$ cat config.mk
export PLATFORM = sky130hd
export DESIGN_NAME = eth_rx_frame_parser
export DESIGN_NICKNAME = d
export VERILOG_FILES = /design/src/rtl/eth_rx_frame_parser.sv
export SDC_FILE = /design/constraint.sdc
export NUM_CORES = 1
export LEC_CHECK = 0
export CORE_ASPECT_RATIO = 1.25
export CORE_UTILIZATION = 45
export CTS_CLUSTER_DIAMETER = 150
export DETAILED_ROUTE_END_ITERATION = 16
export PLACE_DENSITY = 0.67
export SYNTH_ARGS = -nofsm -noshare
export SYNTH_HDL_FRONTEND = slang
export SYNTH_SLANG_ARGS = --single-unit
$ cat constraint.sdc
create_clock -name i_rx_clk -period 19.7 [get_ports i_rx_clk]
set_input_delay 2.955 -clock i_rx_clk [delete_from_list [all_inputs] [get_ports i_rx_clk]]
set_output_delay 2.955 -clock i_rx_clk [all_outputs]
set_load 0.05 [all_outputs]
$ cat src/rtl/eth_rx_frame_parser.sv
// GMII receive frame parser: preamble/SFD delineation, DA/SA/EtherType
// extraction, CRC-32 FCS check, per-frame status record, saturating good/bad
// frame counters and a fixed-latency copy of the raw GMII stream.
module eth_rx_frame_parser #(
  parameter int SA_W    = 14,
  parameter int DA_W    = 48,
  parameter int DLY     = 5,
  parameter int MIN_LEN = 64,
  parameter int MAX_LEN = 1518,
  parameter int CNT_W   = 32
) (
  input  logic             i_rx_clk,
  input  logic             i_rst,
  input  logic             i_rx_dv,
  input  logic             i_rx_er,
  input  logic [7:0]       i_rx_d,
  output logic             o_rx_dv_d,
  output logic             o_rx_er_d,
  output logic [7:0]       o_rx_d_d,
  output logic [2:0]       o_fsm_state,
  output logic             o_hdr_vld,
  output logic [DA_W-1:0]  o_da,
  output logic [SA_W-1:0]  o_sa,
  output logic [15:0]      o_type,
  output logic             o_stat_vld,
  output logic             o_stat_good,
  output logic [2:0]       o_stat_err,
  output logic [15:0]      o_stat_len,
  output logic [CNT_W-1:0] o_cnt_good,
  output logic [CNT_W-1:0] o_cnt_bad
);

  typedef enum logic [2:0] {
    ST_IDLE = 3'd0, ST_PRE = 3'd1, ST_DA = 3'd2, ST_SA = 3'd3,
    ST_TYPE = 3'd4, ST_DATA = 3'd5, ST_DROP = 3'd6
  } state_e;

  typedef enum logic [2:0] {
    ERR_NONE = 3'd0, ERR_RXER = 3'd1, ERR_TRUNC = 3'd2,
    ERR_RUNT = 3'd3, ERR_GIANT = 3'd4, ERR_FCS = 3'd5
  } err_e;

  localparam logic [31:0] CRC_RESIDUE = 32'hC704DD7B;
  localparam logic [15:0] MIN_LEN_L   = 16'(MIN_LEN);
  localparam logic [15:0] MAX_LEN_L   = 16'(MAX_LEN);

  // Byte-wide CRC-32 (poly 0x04C11DB7), GMII bit 0 enters first.
  function automatic logic [31:0] eth_crc32_8d(input logic [31:0] crc,
                                               input logic [7:0]  d);
    logic [31:0] c;
    c = crc;
    for (int i = 0; i < 8; i++) begin
      if (c[31] ^ d[i]) c = {c[30:0], 1'b0} ^ 32'h04C11DB7;
      else              c = {c[30:0], 1'b0};
    end
    return c;
  endfunction

  state_e          state_q, state_d;
  logic            armed_q;
  logic [2:0]      pre_cnt_q;
  logic [2:0]      hdr_cnt_q;
  logic [15:0]     len_q;
  logic [31:0]     crc_q;
  logic            er_flag_q;
  logic [DA_W-1:0] da_sr_q;
  logic [SA_W-1:0] sa_sr_q;
  logic [7:0]      type_hi_q;
  logic [9:0]      dly_q [DLY];

  logic sfd_hit, hdr_done, frame_end, frame_byte;
  err_e err_code;

  // Raw GMII delay line, independent of parsing.
  // NOTE: the delay stages are reset because the forwarded stream must read as idle straight out of reset.
  always_ff @(posedge i_rx_clk or posedge i_rst) begin
    if (i_rst) begin
      for (int i = 0; i < DLY; i++) dly_q[i] <= '0;
    end else begin
      dly_q[0] <= {i_rx_dv, i_rx_er, i_rx_d};
      for (int i = 1; i < DLY; i++) dly_q[i] <= dly_q[i-1];
    end
  end

  assign {o_rx_dv_d, o_rx_er_d, o_rx_d_d} = dly_q[DLY-1];
  assign o_fsm_state = state_q;

  // State register and carrier-idle arming after reset.
  // NOTE: sequential state uses non-blocking assignments so every flop samples pre-edge values.
  always_ff @(posedge i_rx_clk or posedge i_rst) begin
    if (i_rst) begin
      state_q <= ST_IDLE;
      armed_q <= 1'b0;
    end else begin
      state_q <= state_d;
      if (!i_rx_dv) armed_q <= 1'b1;
    end
  end

  // Next-state logic and per-cycle datapath strobes.
  // NOTE: every signal gets a default first so no path leaves one unassigned (no latches).
  always_comb begin
    state_d    = state_q;
    sfd_hit    = 1'b0;
    hdr_done   = 1'b0;
    frame_end  = 1'b0;
    frame_byte = 1'b0;
    unique case (state_q)
      ST_IDLE: begin
        if (armed_q && i_rx_dv)
          state_d = (!i_rx_er && i_rx_d == 8'h55) ? ST_PRE : ST_DROP;
      end
      ST_PRE: begin
        if (!i_rx_dv)                 state_d = ST_IDLE;
        else if (i_rx_er)             state_d = ST_DROP;
        else if (i_rx_d == 8'h55)     state_d = (pre_cnt_q == 3'd7) ? ST_DROP : ST_PRE;
        else if (i_rx_d == 8'hD5) begin
          state_d = ST_DA;
          sfd_hit = 1'b1;
        end else                      state_d = ST_DROP;
      end
      ST_DA, ST_SA, ST_TYPE, ST_DATA: begin
        if (!i_rx_dv) begin
          frame_end = 1'b1;
          state_d   = ST_IDLE;
        end else begin
          frame_byte = 1'b1;
          if (state_q == ST_DA && hdr_cnt_q == 3'd5) state_d = ST_SA;
          if (state_q == ST_SA && hdr_cnt_q == 3'd5) state_d = ST_TYPE;
          if (state_q == ST_TYPE && hdr_cnt_q == 3'd1) begin
            state_d  = ST_DATA;
            hdr_done = 1'b1;
          end
        end
      end
      ST_DROP: begin
        if (!i_rx_dv) state_d = ST_IDLE;
      end
      default: state_d = ST_IDLE;
    endcase
  end

  // End-of-frame error code, highest priority first.
  always_comb begin
    err_code = ERR_NONE;
    if (er_flag_q)                 err_code = ERR_RXER;
    else if (state_q != ST_DATA)   err_code = ERR_TRUNC;
    else if (len_q < MIN_LEN_L)    err_code = ERR_RUNT;
    else if (len_q > MAX_LEN_L)    err_code = ERR_GIANT;
    else if (crc_q != CRC_RESIDUE) err_code = ERR_FCS;
  end

  // Frame datapath: counts, CRC, header capture, status and counters.
  always_ff @(posedge i_rx_clk or posedge i_rst) begin
    if (i_rst) begin
      pre_cnt_q   <= '0;
      hdr_cnt_q   <= '0;
      len_q       <= '0;
      crc_q       <= '0;
      er_flag_q   <= 1'b0;
      da_sr_q     <= '0;
      sa_sr_q     <= '0;
      type_hi_q   <= '0;
      o_hdr_vld   <= 1'b0;
      o_da        <= '0;
      o_sa        <= '0;
      o_type      <= '0;
      o_stat_vld  <= 1'b0;
      o_stat_good <= 1'b0;
      o_stat_err  <= '0;
      o_stat_len  <= '0;
      o_cnt_good  <= '0;
      o_cnt_bad   <= '0;
    end else begin
      if (state_d == ST_PRE)
        pre_cnt_q <= (state_q == ST_PRE) ? pre_cnt_q + 3'd1 : 3'd1;

      if (sfd_hit) begin
        hdr_cnt_q <= '0;
        len_q     <= '0;
        crc_q     <= 32'hFFFF_FFFF;
        er_flag_q <= 1'b0;
      end else if (frame_byte) begin
        hdr_cnt_q <= (state_d != state_q) ? 3'd0 : hdr_cnt_q + 3'd1;
        if (len_q != 16'hFFFF) len_q <= len_q + 16'd1;
        crc_q <= eth_crc32_8d(crc_q, i_rx_d);
        if (i_rx_er) er_flag_q <= 1'b1;
        if (state_q == ST_DA) da_sr_q <= DA_W'({da_sr_q, i_rx_d});
        if (state_q == ST_SA) sa_sr_q <= SA_W'({sa_sr_q, i_rx_d});
        if (state_q == ST_TYPE && hdr_cnt_q == 3'd0) type_hi_q <= i_rx_d;
      end

      o_hdr_vld <= hdr_done;
      if (hdr_done) begin
        o_da   <= da_sr_q;
        o_sa   <= sa_sr_q;
        o_type <= {type_hi_q, i_rx_d};
      end

      o_stat_vld <= frame_end;
      if (frame_end) begin
        o_stat_good <= (err_code == ERR_NONE);
        o_stat_err  <= err_code;
        o_stat_len  <= len_q;
        if (err_code == ERR_NONE) begin
          if (o_cnt_good != {CNT_W{1'b1}}) o_cnt_good <= o_cnt_good + CNT_W'(1);
        end else begin
          if (o_cnt_bad != {CNT_W{1'b1}}) o_cnt_bad <= o_cnt_bad + CNT_W'(1);
        end
      end
    end
  end

endmodule

==> flow_metrics.env <==
export IMPL_post_route_cell_area_mm2=0.01774
export IMPL_first_global_vias=9154
export IMPL_asyncSetResetFlopFracSynth_pct=100.0
export IMPL_grt_usage_pct=19.16
export IMPL_path_max_fanout=79
export IMPL_synth_area_leader_cell="sky130_fd_sc_hd__dfrtp_1"
export IMPL_yosysSeqAreaShare_pct=59.44
export IMPL_post_cts_repair_setup_buffers=0
export IMPL_combinational_family_with_the_most_area_after_synthesis="simple AND/OR/NAND/NOR gates"
export IMPL_critPathRequiredTime_ns=20.10
export IMPL_crit_type="in -> reg"
export IMPL_num_antenna_cells=0
export IMPL_clock_sinks=343
export IMPL_rrSetupSlack_ns=16.20
export IMPL_crit_reg2reg_capture="o_da[43]"
export IMPL_peakVddDrop_uv=79.55
export IMPL_tightest_slew_ns=1.119
export IMPL_post_synth_cell_area_avg_um2=12.69
export IMPL_worst_r2r_startpoint="o_fsm_state[1]"
export IMPL_overflow=0
export IMPL_hp_class="reg -> reg"
export IMPL_tritoncts_buffer_count=35
export IMPL_critical_path_endpoint_type="register"
export IMPL_synth_edf_count=0
export IMPL_power_static_leakage_uw=0.008031
export IMPL_syn_area_mm2=0.01444
export IMPL_post_cts_hold_buffer_count=0
export IMPL_pin_count_of_the_biggest_net_entering_global_routing=206
export IMPL_synth_yosys_warnings=0
export IMPL_detailroute_via_count=9278
export IMPL_core_area_mm2=0.03169
export IMPL_synth_cell_type_count=64
export IMPL_placedCellCount=1692
export IMPL_hold_path_endpoint="dly_q[13]"
export IMPL_netlist_top_cells_area="sky130_fd_sc_hd__dfrtp_1, sky130_fd_sc_hd__mux2_2, sky130_fd_sc_hd__xnor2_1"
export IMPL_std_cell_rows=73
export IMPL_muxShareOfSynthArea_pct=12.16
export IMPL_post_drt_wl_per_cell_um=17.62
export IMPL_hold_start="dly_q[23]"
export IMPL_cts_htree_levels=2
export IMPL_syn_nets=1159
export IMPL_antenna_found_initial=0
export IMPL_setup_tns_ns=0
export IMPL_drt_vias_per_instance=5.293
export IMPL_critPathTopFamily="simple AND/OR/NAND/NOR gates"
export IMPL_syn_inst=1138
export IMPL_final_max_slew_violation_count=0
export IMPL_finalCoreUtilization_pct=55.98
export IMPL_cts_resized=0
export IMPL_drv_cap=0
export IMPL_clkSlewWorstSetupHoldPaths_ns=0.06
export IMPL_unrepaired_setup_endpoints_after_global_routing="no"
export IMPL_worstPathCellList="clkdlybuf4s50_1 > nand2_2 > buf_4 > nor4_1 > nand2_4 > mux2_2"
export IMPL_detail_route_drc_violations=0
export IMPL_synth_top_cell_area_share_pct=59.44
export IMPL_setup_worst_path_start_class="primary input"
export IMPL_drt_iter0_markers=716
export IMPL_gpl_final_weighted_congestion=0.8352
export IMPL_reg2reg_depth=7
export IMPL_detailedPlace_worstSlack_ns=13.61
export IMPL_clock_insertion_delay_at_the_later_pin_of_the_skew_report_ns=0.52
export IMPL_half_perimeter_wire_length_of_the_detailed_placement_result_um=20170
export IMPL_fp_dieH_um=202.3
export IMPL_slowest_delay_ns=0.71
export IMPL_setup_violators_final=0
export IMPL_max_slew_margin_pct=25.38
export IMPL_worst_endpoint_arrival_ns=5.92
export IMPL_timing_final_hold_violations=0
export IMPL_layout_drive_gt1_share_pct=17.60
export IMPL_synth_compound_area_share_pct=3.708
export IMPL_clockBufferDepth=3
export IMPL_ys_flop_type="sky130_fd_sc_hd__dfrtp_1"
export IMPL_count_of_state_elements_after_synthesis=343
export IMPL_detail_route_wirelength_um=30900
export IMPL_clock_skew_ns=0.01729
export IMPL_timing_critical_path_slowest_stage_cell="sky130_fd_sc_hd__clkdlybuf4s50_1"
export IMPL_final_period_utilization_pct=28.00
export IMPL_postLayoutSetupSlackWorst_ns=14.18
export IMPL_number_of_buffers_and_inverters_on_the_critical_path=2
export IMPL_syn2layout_area_growth_pct=22.86
export IMPL_synth_top_cells_by_count="sky130_fd_sc_hd__dfrtp_1, sky130_fd_sc_hd__mux2_2, sky130_fd_sc_hd__nand2_1, sky130_fd_sc_hd__xnor2_1, sky130_fd_sc_hd__nor2_1"
export IMPL_postRouteAntennaNets=0
export IMPL_fp_dieW_um=162.2
export IMPL_synthSimpleGateAreaFrac_pct=12.22
export IMPL_fin_nets=1338
export IMPL_achievable_frequency_ghz=0.1813
export IMPL_dp_area_mm2=0.01667
export IMPL_floorplan_io_pins=189
export IMPL_initial_utilization_pct=45.56
export IMPL_yosys_area_share_xor_xnor_pct=9.366
export IMPL_synthAdderAreaFrac_pct=0.7798
export IMPL_grt_pass1_wl_um=50160
export IMPL_cts_tree="done"
export IMPL_finalCriticalPeriod_ns=5.515
export IMPL_clock_root_buffer="sky130_fd_sc_hd__clkbuf_16"
export IMPL_fp_dieArea_mm2=0.03282
export IMPL_holdPathStages=0
export IMPL_power_density_mw_per_mm2=136.9
export IMPL_leading_cell_type_by_number_of_instances_after_synthesis="sky130_fd_sc_hd__dfrtp_1"
export IMPL_placement_io_buffers=188
export IMPL_outcome="completed"
export IMPL_drt_pass1_iter_count=5
export IMPL_instances_no_fill=1753
[stage by stage]
stage | power [µW] | hold slack [ns]
floorplan | 1589 | 0.3312
global placement | 1809 | 0.3326
detailed placement | 1824 | 0.3347
CTS | 2456 | 0.3465
global route | 2564 | 0.3535
finish | 2429 | 0.3453
[state kept, by name, indices dropped and copies added, names as in the netlist, 8 cells and up]
register and count:
da_sr_q 48, o_da 48, dly_q 40, crc_q 32, o_cnt_bad 32, o_cnt_good 32, len_q 16, o_stat_len 16
o_type 16, o_sa 14, sa_sr_q 14, o_rx_d_d 8, type_hi_q 8
[cells by family (layout without fill, tap and decap cells)]
group / Yosys count / after routing
xor+xnor: 146 / 146
compound gates: 74 / 74
flops: 343 / 343
buf+inv: 72 / 275
mux: 156 / 156
fa+ha+maj: 9 / 9
simple gates: 338 / 338
[how the worst max path moves through the flow]
stage,startpoint,to,cells after the start
after CTS,i_rx_dv,o_da[43],6
after global routing,i_rx_dv,o_da[27],6
after detailed placement,i_rx_dv,o_da[1],6
after floorplan,i_rst,armed_q,1
after global placement,i_rx_dv,o_da[40],6
final,i_rx_dv,o_da[43],6
[layer usage]
layer	vias to the layer above	GRT usage [%]	part of all wire (%)
met2	215	30.27	48
met4	0	5.526	2.2
met5	-	0	0
met3	52	3.920	5.4
li1	4321	-	-
met1	4690	26.63	44
[layout make-up]
class                      instances  area, µm²
sequential                       343       8583
inverter                          18      75.07
multi-input combinational        723       5543
timing repair buffer             196       1954
tap                              412      515.5
fill                            2635      13950
clock buffer                      52       1011
clock inverter                     9      60.06
[report_power, final]
group,total [µW],switching (µW),leakage (µW),internal (µW)
logic,863,507,0.00300,356
registers,945,106,0.00450,838
clock network,622,265,0.000531,356
total,2430,878,0.00803,1550
[cells in the final DEF (no fill, tap or decap), types with 32 or more instances in the layout]
cell type / n
sky130_fd_sc_hd__clkdlybuf4s50_1: 188
sky130_fd_sc_hd__mux2_2: 156
sky130_fd_sc_hd__dfrtp_1: 343
sky130_fd_sc_hd__nor2_1: 50
sky130_fd_sc_hd__nand2_1: 110
sky130_fd_sc_hd__xnor2_1: 94
sky130_fd_sc_hd__o211ai_1: 32
sky130_fd_sc_hd__clkbuf_16: 36
sky130_fd_sc_hd__nand4_1: 34
sky130_fd_sc_hd__xor2_1: 46
sky130_fd_sc_hd__nand3_1: 48
Note: power is estimated with default switching activity, not from simulation.
